### src/rtl/hazard_sched_if.sv
// Pipeline hazard scheduler bundle: ID/EX hazard inputs, MUL/DIV handshake,
// and the pipeline-register stall/flush controls driven back to the core.
interface hazard_sched_if #(
  parameter int CNT_W = 16
);
  logic [4:0]       rs1_id;
  logic [4:0]       rs2_id;
  logic [6:0]       opcode_id;
  logic [4:0]       rd_ex;
  logic             MemRead_ex;
  logic             branch_taken_ex;
  logic             md_req_ex;
  logic             md_done;
  logic             stall_if;
  logic             stall_id;
  logic             stall_ex;
  logic             flush_id;
  logic             flush_ex;
  logic             flush_mem;
  logic             md_start;
  logic             md_err;
  logic [CNT_W-1:0] stall_cnt;

  modport master (
    output rs1_id, rs2_id, opcode_id, rd_ex, MemRead_ex, branch_taken_ex, md_req_ex, md_done,
    input  stall_if, stall_id, stall_ex, flush_id, flush_ex, flush_mem, md_start, md_err, stall_cnt
  );

  modport slave (
    input  rs1_id, rs2_id, opcode_id, rd_ex, MemRead_ex, branch_taken_ex, md_req_ex, md_done,
    output stall_if, stall_id, stall_ex, flush_id, flush_ex, flush_mem, md_start, md_err, stall_cnt
  );
endinterface

### src/rtl/hazard_sched.sv
// Hazard scheduler for the 5-stage RV32 core: load-use bubbles, redirect flushes
// and MUL/DIV occupancy of EX with a timeout escape.
module hazard_sched #(
  parameter int MD_TIMEOUT = 64,
  parameter int CNT_W      = 16
) (
  input  logic          clk,
  input  logic          rst_n,
  hazard_sched_if.slave hs
);
  localparam int TW = $clog2(MD_TIMEOUT) + 1;
  localparam logic [TW-1:0] TMO_LAST = TW'(MD_TIMEOUT - 1);

  localparam logic [6:0] OP_R     = 7'b0110011;
  localparam logic [6:0] OP_S     = 7'b0100011;
  localparam logic [6:0] OP_B     = 7'b1100011;
  localparam logic [6:0] OP_LUI   = 7'b0110111;
  localparam logic [6:0] OP_AUIPC = 7'b0010111;
  localparam logic [6:0] OP_JAL   = 7'b1101111;

  typedef enum logic {RUN, MD_WAIT} state_t;

  state_t           state_q, state_d;
  logic [TW-1:0]    tmo_q, tmo_d;
  logic             err_q, err_set;
  logic [CNT_W-1:0] cnt_q;

  logic uses_rs1, uses_rs2, load_use;
  logic sif, sid, sex, fid, fex, fmem, mds;

  always_comb begin
    uses_rs2 = (hs.opcode_id == OP_R) || (hs.opcode_id == OP_S) || (hs.opcode_id == OP_B);
    uses_rs1 = !((hs.opcode_id == OP_LUI) || (hs.opcode_id == OP_AUIPC) || (hs.opcode_id == OP_JAL));
    load_use = hs.MemRead_ex && (hs.rd_ex != 5'd0) &&
               ((uses_rs1 && (hs.rd_ex == hs.rs1_id)) || (uses_rs2 && (hs.rd_ex == hs.rs2_id)));
  end

  always_comb begin
    sif = 1'b0; sid = 1'b0; sex = 1'b0;
    fid = 1'b0; fex = 1'b0; fmem = 1'b0; mds = 1'b0;
    state_d = state_q;
    tmo_d   = tmo_q;
    err_set = 1'b0;
    if (rst_n) begin
      unique case (state_q)
        RUN: begin
          if (hs.branch_taken_ex) begin
            fid = 1'b1; fex = 1'b1;
          end else if (hs.md_req_ex) begin
            mds = 1'b1; sif = 1'b1; sid = 1'b1; sex = 1'b1; fmem = 1'b1;
            state_d = MD_WAIT;
            tmo_d   = TW'(1);
          end else if (load_use) begin
            sif = 1'b1; sid = 1'b1; fex = 1'b1;
          end
        end
        MD_WAIT: begin
          // md_req_ex is still high on the done cycle; returning to RUN without
          // a start pulse lets EX advance with the result.
          if (hs.md_done) begin
            state_d = RUN;
          end else if (tmo_q == TMO_LAST) begin
            err_set = 1'b1;
            state_d = RUN;
          end else begin
            sif = 1'b1; sid = 1'b1; sex = 1'b1; fmem = 1'b1;
            tmo_d = tmo_q + 1'b1;
          end
        end
      endcase
    end
  end

  always_ff @(posedge clk) begin
    if (!rst_n) begin
      state_q <= RUN;
      tmo_q   <= '0;
      err_q   <= 1'b0;
      cnt_q   <= '0;
    end else begin
      state_q <= state_d;
      tmo_q   <= tmo_d;
      err_q   <= err_q | err_set;
      if (sif && (cnt_q != {CNT_W{1'b1}}))
        cnt_q <= cnt_q + 1'b1;
    end
  end

  assign hs.stall_if  = sif;
  assign hs.stall_id  = sid;
  assign hs.stall_ex  = sex;
  assign hs.flush_id  = fid;
  assign hs.flush_ex  = fex;
  assign hs.flush_mem = fmem;
  assign hs.md_start  = mds;
  assign hs.md_err    = err_q;
  assign hs.stall_cnt = cnt_q;
endmodule
### src/flat_wrapper.sv
// flat-port wrapper written by rule: the top's interface ports become plain ports
module hazard_sched_flat 
#(
  parameter int MD_TIMEOUT = 64,
  parameter int CNT_W      = 16
)
  (clk, rst_n, hs_rs1_id, hs_rs2_id, hs_opcode_id, hs_rd_ex, hs_MemRead_ex, hs_branch_taken_ex, hs_md_req_ex, hs_md_done, hs_stall_if, hs_stall_id, hs_stall_ex, hs_flush_id, hs_flush_ex, hs_flush_mem, hs_md_start, hs_md_err, hs_stall_cnt);
  hazard_sched_if #(.CNT_W(CNT_W)) hs_i ();
  input  logic clk;
  input  logic rst_n;
  input wire logic [$bits(hs_i.rs1_id)-1:0] hs_rs1_id;
  input wire logic [$bits(hs_i.rs2_id)-1:0] hs_rs2_id;
  input wire logic [$bits(hs_i.opcode_id)-1:0] hs_opcode_id;
  input wire logic [$bits(hs_i.rd_ex)-1:0] hs_rd_ex;
  input wire logic [$bits(hs_i.MemRead_ex)-1:0] hs_MemRead_ex;
  input wire logic [$bits(hs_i.branch_taken_ex)-1:0] hs_branch_taken_ex;
  input wire logic [$bits(hs_i.md_req_ex)-1:0] hs_md_req_ex;
  input wire logic [$bits(hs_i.md_done)-1:0] hs_md_done;
  output wire logic [$bits(hs_i.stall_if)-1:0] hs_stall_if;
  output wire logic [$bits(hs_i.stall_id)-1:0] hs_stall_id;
  output wire logic [$bits(hs_i.stall_ex)-1:0] hs_stall_ex;
  output wire logic [$bits(hs_i.flush_id)-1:0] hs_flush_id;
  output wire logic [$bits(hs_i.flush_ex)-1:0] hs_flush_ex;
  output wire logic [$bits(hs_i.flush_mem)-1:0] hs_flush_mem;
  output wire logic [$bits(hs_i.md_start)-1:0] hs_md_start;
  output wire logic [$bits(hs_i.md_err)-1:0] hs_md_err;
  output wire logic [$bits(hs_i.stall_cnt)-1:0] hs_stall_cnt;
  assign hs_i.rs1_id = hs_rs1_id;
  assign hs_i.rs2_id = hs_rs2_id;
  assign hs_i.opcode_id = hs_opcode_id;
  assign hs_i.rd_ex = hs_rd_ex;
  assign hs_i.MemRead_ex = hs_MemRead_ex;
  assign hs_i.branch_taken_ex = hs_branch_taken_ex;
  assign hs_i.md_req_ex = hs_md_req_ex;
  assign hs_i.md_done = hs_md_done;
  assign hs_stall_if = hs_i.stall_if;
  assign hs_stall_id = hs_i.stall_id;
  assign hs_stall_ex = hs_i.stall_ex;
  assign hs_flush_id = hs_i.flush_id;
  assign hs_flush_ex = hs_i.flush_ex;
  assign hs_flush_mem = hs_i.flush_mem;
  assign hs_md_start = hs_i.md_start;
  assign hs_md_err = hs_i.md_err;
  assign hs_stall_cnt = hs_i.stall_cnt;
  hazard_sched #(.MD_TIMEOUT(MD_TIMEOUT), .CNT_W(CNT_W)) u_core (.clk(clk), .rst_n(rst_n), .hs(hs_i));
endmodule
### config.mk
export PLATFORM = sky130hd
export DESIGN_NAME = hazard_sched_flat
export DESIGN_NICKNAME = d
export VERILOG_FILES = /design/src/rtl/hazard_sched_if.sv /design/src/rtl/hazard_sched.sv /design/src/flat_wrapper.sv
export SDC_FILE = /design/constraint.sdc
export NUM_CORES = 1
export LEC_CHECK = 0
export ABC_AREA = 1
export BUFFER_PORTS_ARGS = -buffer_cell sky130_fd_sc_hd__buf_2
export CAP_MARGIN = 5
export CORE_UTILIZATION = 51
export CTS_CLUSTER_DIAMETER = 50
export DETAILED_ROUTE_END_ITERATION = 8
export GPL_ROUTABILITY_DRIVEN = 0
export HOLD_SLACK_MARGIN = 0.12
export MAX_ROUTING_LAYER = met4
export PLACE_DENSITY_LB_ADDON = 0.2
export SLEW_MARGIN = 20
export SYNTH_ARGS = -nofsm -noshare
export SYNTH_HDL_FRONTEND = slang
export SYNTH_SLANG_ARGS = --single-unit
### constraint.sdc
create_clock -name clk -period 2.1 [get_ports clk]
set_input_delay 0.315 -clock clk [delete_from_list [all_inputs] [get_ports clk]]
set_output_delay 0.315 -clock clk [all_outputs]
set_load 0.005 [all_outputs]
==> qor.yml <==
clock_tree:
  clock_tree.root_cell: "clkbuf_4"
  cts_max_level: 1
  hold_buffers: 0
  insertion_delay_ps: 340
  ctsLongestPathBuffers: 2
  cts_buffers: 3
  cts_tree: "yes"
  clk_pin_slew_ps: 160
  clock_sinks: 25
synthesis:
  syn-num-nets: 299
  synth_top_area_share_pct: 29.3
  syn_area_per_cell_um2: 6.36
  synth-seq-cells: 25
  netlist-cell-type-count: 28
  syn-cell-area_mm2: 0.00171
  yosysSeqAreaShare_pct: 29.3
  yosysWarnings: 0
  synth_area_leaders: "dfxtp_1 (29%), nand2_1 (16%), inv_1 (7.5%), nor2_1 (6.8%), xor2_1 (5.6%)"
  synthCells: 269
  yosysTopAreaCell: "dfxtp_1"
power:
  p_leak_nw: 1.04
  p_sw_mw: 0.277
  ir_drop_v: 0.000184
  pwr-share-clk_pct: 26.6
  p_seq_share_pct: 54.2
  p_sw_share_pct: 30.5
  p_per_area_mw_per_mm2: 425
  combPwrFrac_pct: 19.3
  internal_power_mw: 0.631
setup_path:
  path_max_fanout: 3
  endpoint_kind: "output port"
  arrival_ps: 1700
  critical-path-max-stage-delay_ps: 390
  startpoint_type: "register"
  r2r_setup_slack_ps: 290
  cp.required_ps: 1780
  worst-setup-path-type: "reg -> out"
  crit_chain: "ha_4 -> nand2_4 -> nor3_4 -> nand3_2 -> nand3_2 -> nor2_4 -> and2_4 -> buf_6"
  crit_top_cell: "nand3_2"
  cpMaxStageDelayCell: "dfxtp_2"
floorplan:
  pin_count: 52
  initial_utilization_pct: 54.7
  core_area_mm2: 0.00313
  die_area_mm2: 0.00359
  fp.dieH_um: 59.9
  die_w_um: 59.9
  rows: 20
run_status:
  status: "complete, no violations"
finish:
  drive_gt1_share_pct: 25.0
  final_core_util_pct: 68.3
  final_common_cell: "nand2_1"
  antenna_cells: 0
  fin_nets: 355
  fill_cells: 302
  final_cell_mix: "nand2_1 (73), buf_2 (49), inv_1 (34), nor2_1 (30), dfxtp_1 (23)"
  syn_to_final_growth_pct: 24.9
  instances_no_fill: 368
  finalInstanceArea_mm2: 0.00214
  multi_input_area_mm2: 0.00108
  seq_area_um2: 505
sta:
  layout_setup_ws_ps: 88.7
  maxSlewHeadroom_pct: 60.6
  max_freq_ghz: 0.497
  finalSetupViolCount: 0
  hold-worst-slack_ps: 266
  maxSlewViolCount: 0
  layout_min_cycle_time_ps: 2010
  skew_ps: 2.77
  finalHoldViolations: 0
  tightest_slew_ps: 585
  fin_crit_sh_pct: 95.8
  rsz0062_at_grt: "yes"
routing:
  postRouteWirelength_mm: 4.17
  drc: 0
  wire_per_inst_um: 11.3
  drt_pre_antenna_iters: 4
  antenna_left: 0
  drtIter0Drc: 89
  post_drt_via_cell_ratio: 5.14
  routed-via-count: 1892
placement:
  portBuffers: 51
  dpl_cell_area_mm2: 0.00201
  dp.cells: 361
  dpl.hpwl_mm: 3.09
  pre_cts_ws_ps: 309
min_path:
  hold_path.class: "in -> reg"
grt:
  gr-total-overflow: 0
  grt_pass1_wl_mm: 7.01
  grt_pass1_vias: 1676
  grt_usage_pct: 26.3
  grt_max_degree: 18
  grt_antenna_before_repair: 0
job:
  timing.max_cap.violations: 0
==> registers in the layout (all words and copies together) (netlist names) <==
register / count
u_core.hs.md_err: 1
u_core.tmo_q: 7
u_core.hs.stall_cnt: 16
u_core.state_q: 1
==> cell type report <==
type / count / area share (%)
Sequential cell: 25 / 23.7
Timing Repair Buffer: 60 / 15.7
Clock buffer: 3 / 1.05
Multi-Input combinational cell: 200 / 50.5
Clock inverter: 1 / 0.351
Tap cell: 44 / 2.58
Inverter: 35 / 6.15
==> cell usage after synthesis (all sizes together) <==
cell / instances
nand2: 74
inv: 34
nor2: 33
dfxtp: 25
a21oi: 19
nand3: 19
nand4: 15
xor2: 11
nor3: 10
buf: 5
xnor2: 5
clkbuf: 4
o21a: 3
o21ai: 3
a211oi: 2
ha: 2
a31oi: 1
and2: 1
clkinv: 1
nand3b: 1
o21bai: 1
==> layer usage <==
layer	up-vias	track usage, %	routed length [um]
met3	9	3.46	192
met1	849	32.5	1870
met5	-	-	0
li1	975	-	-
met2	59	43.5	2030
met4	0	9.63	76
==> critical path: cells and delay by family, from the launching register on <==
| kind | cells | cell delay (ps) |
|---|---|---|
| adder cells (fa/ha/maj) | 1 | 150 |
| AND/OR/NAND/NOR | 6 | 710 |
| flip-flops | 1 | 390 |
| buffers and inverters | 1 | 110 |
==> kinds of logic (layout without fill, tap and decap cells) <==
kind of cell             count (synthesis)  after routing  share of synthesized area (%)
AO/OA/AOI/OAI                           29             29                           9.44
XOR/XNOR                                16             16                           8.19
adder cells (fa/ha/maj)                  2              2                           1.46
buffers and inverters                   44             99                           10.9
flip-flops                              25             25                           29.3
AND/OR/NAND/NOR                        153            153                           40.7
==> repair_timing <==
action,CTS,global route
setup buffers,1,2
endpoints found under the setup margin,4,4
pin swaps,2,4
gates resized for setup,6,11
==> power groups by stage <==
stage	sequential [mW]	clock (mW)	combinational [mW]
2_1_floorplan	0.497	0	0.0974
3_3_place_gp	0.500	0	0.153
3_5_place_dp	0.500	0	0.156
4_1_cts	0.491	0.241	0.163
5_1_grt	0.494	0.274	0.197
6_report	0.492	0.241	0.175
==> path summary, 6_finish.rpt <==
path              cells past startpoint               startpoint                       to
setup / recovery                      8          u_core.tmo_q[1]              hs_stall_id
hold / removal                        3                    rst_n   u_core.hs.stall_cnt[1]
setup reg to reg                     11          u_core.tmo_q[1]   u_core.hs.stall_cnt[3]
hold reg to reg                       2  u_core.hs.stall_cnt[15]  u_core.hs.stall_cnt[15]
==> per-stage QoR <==
step                TNS, ps  power, mW
global route          -42.9      0.964
global placement          0      0.653
finish                    0      0.908
CTS                       0      0.895
floorplan                 0      0.595
detailed placement        0      0.656
No activity file was read; power rests on OpenSTA's default activity.
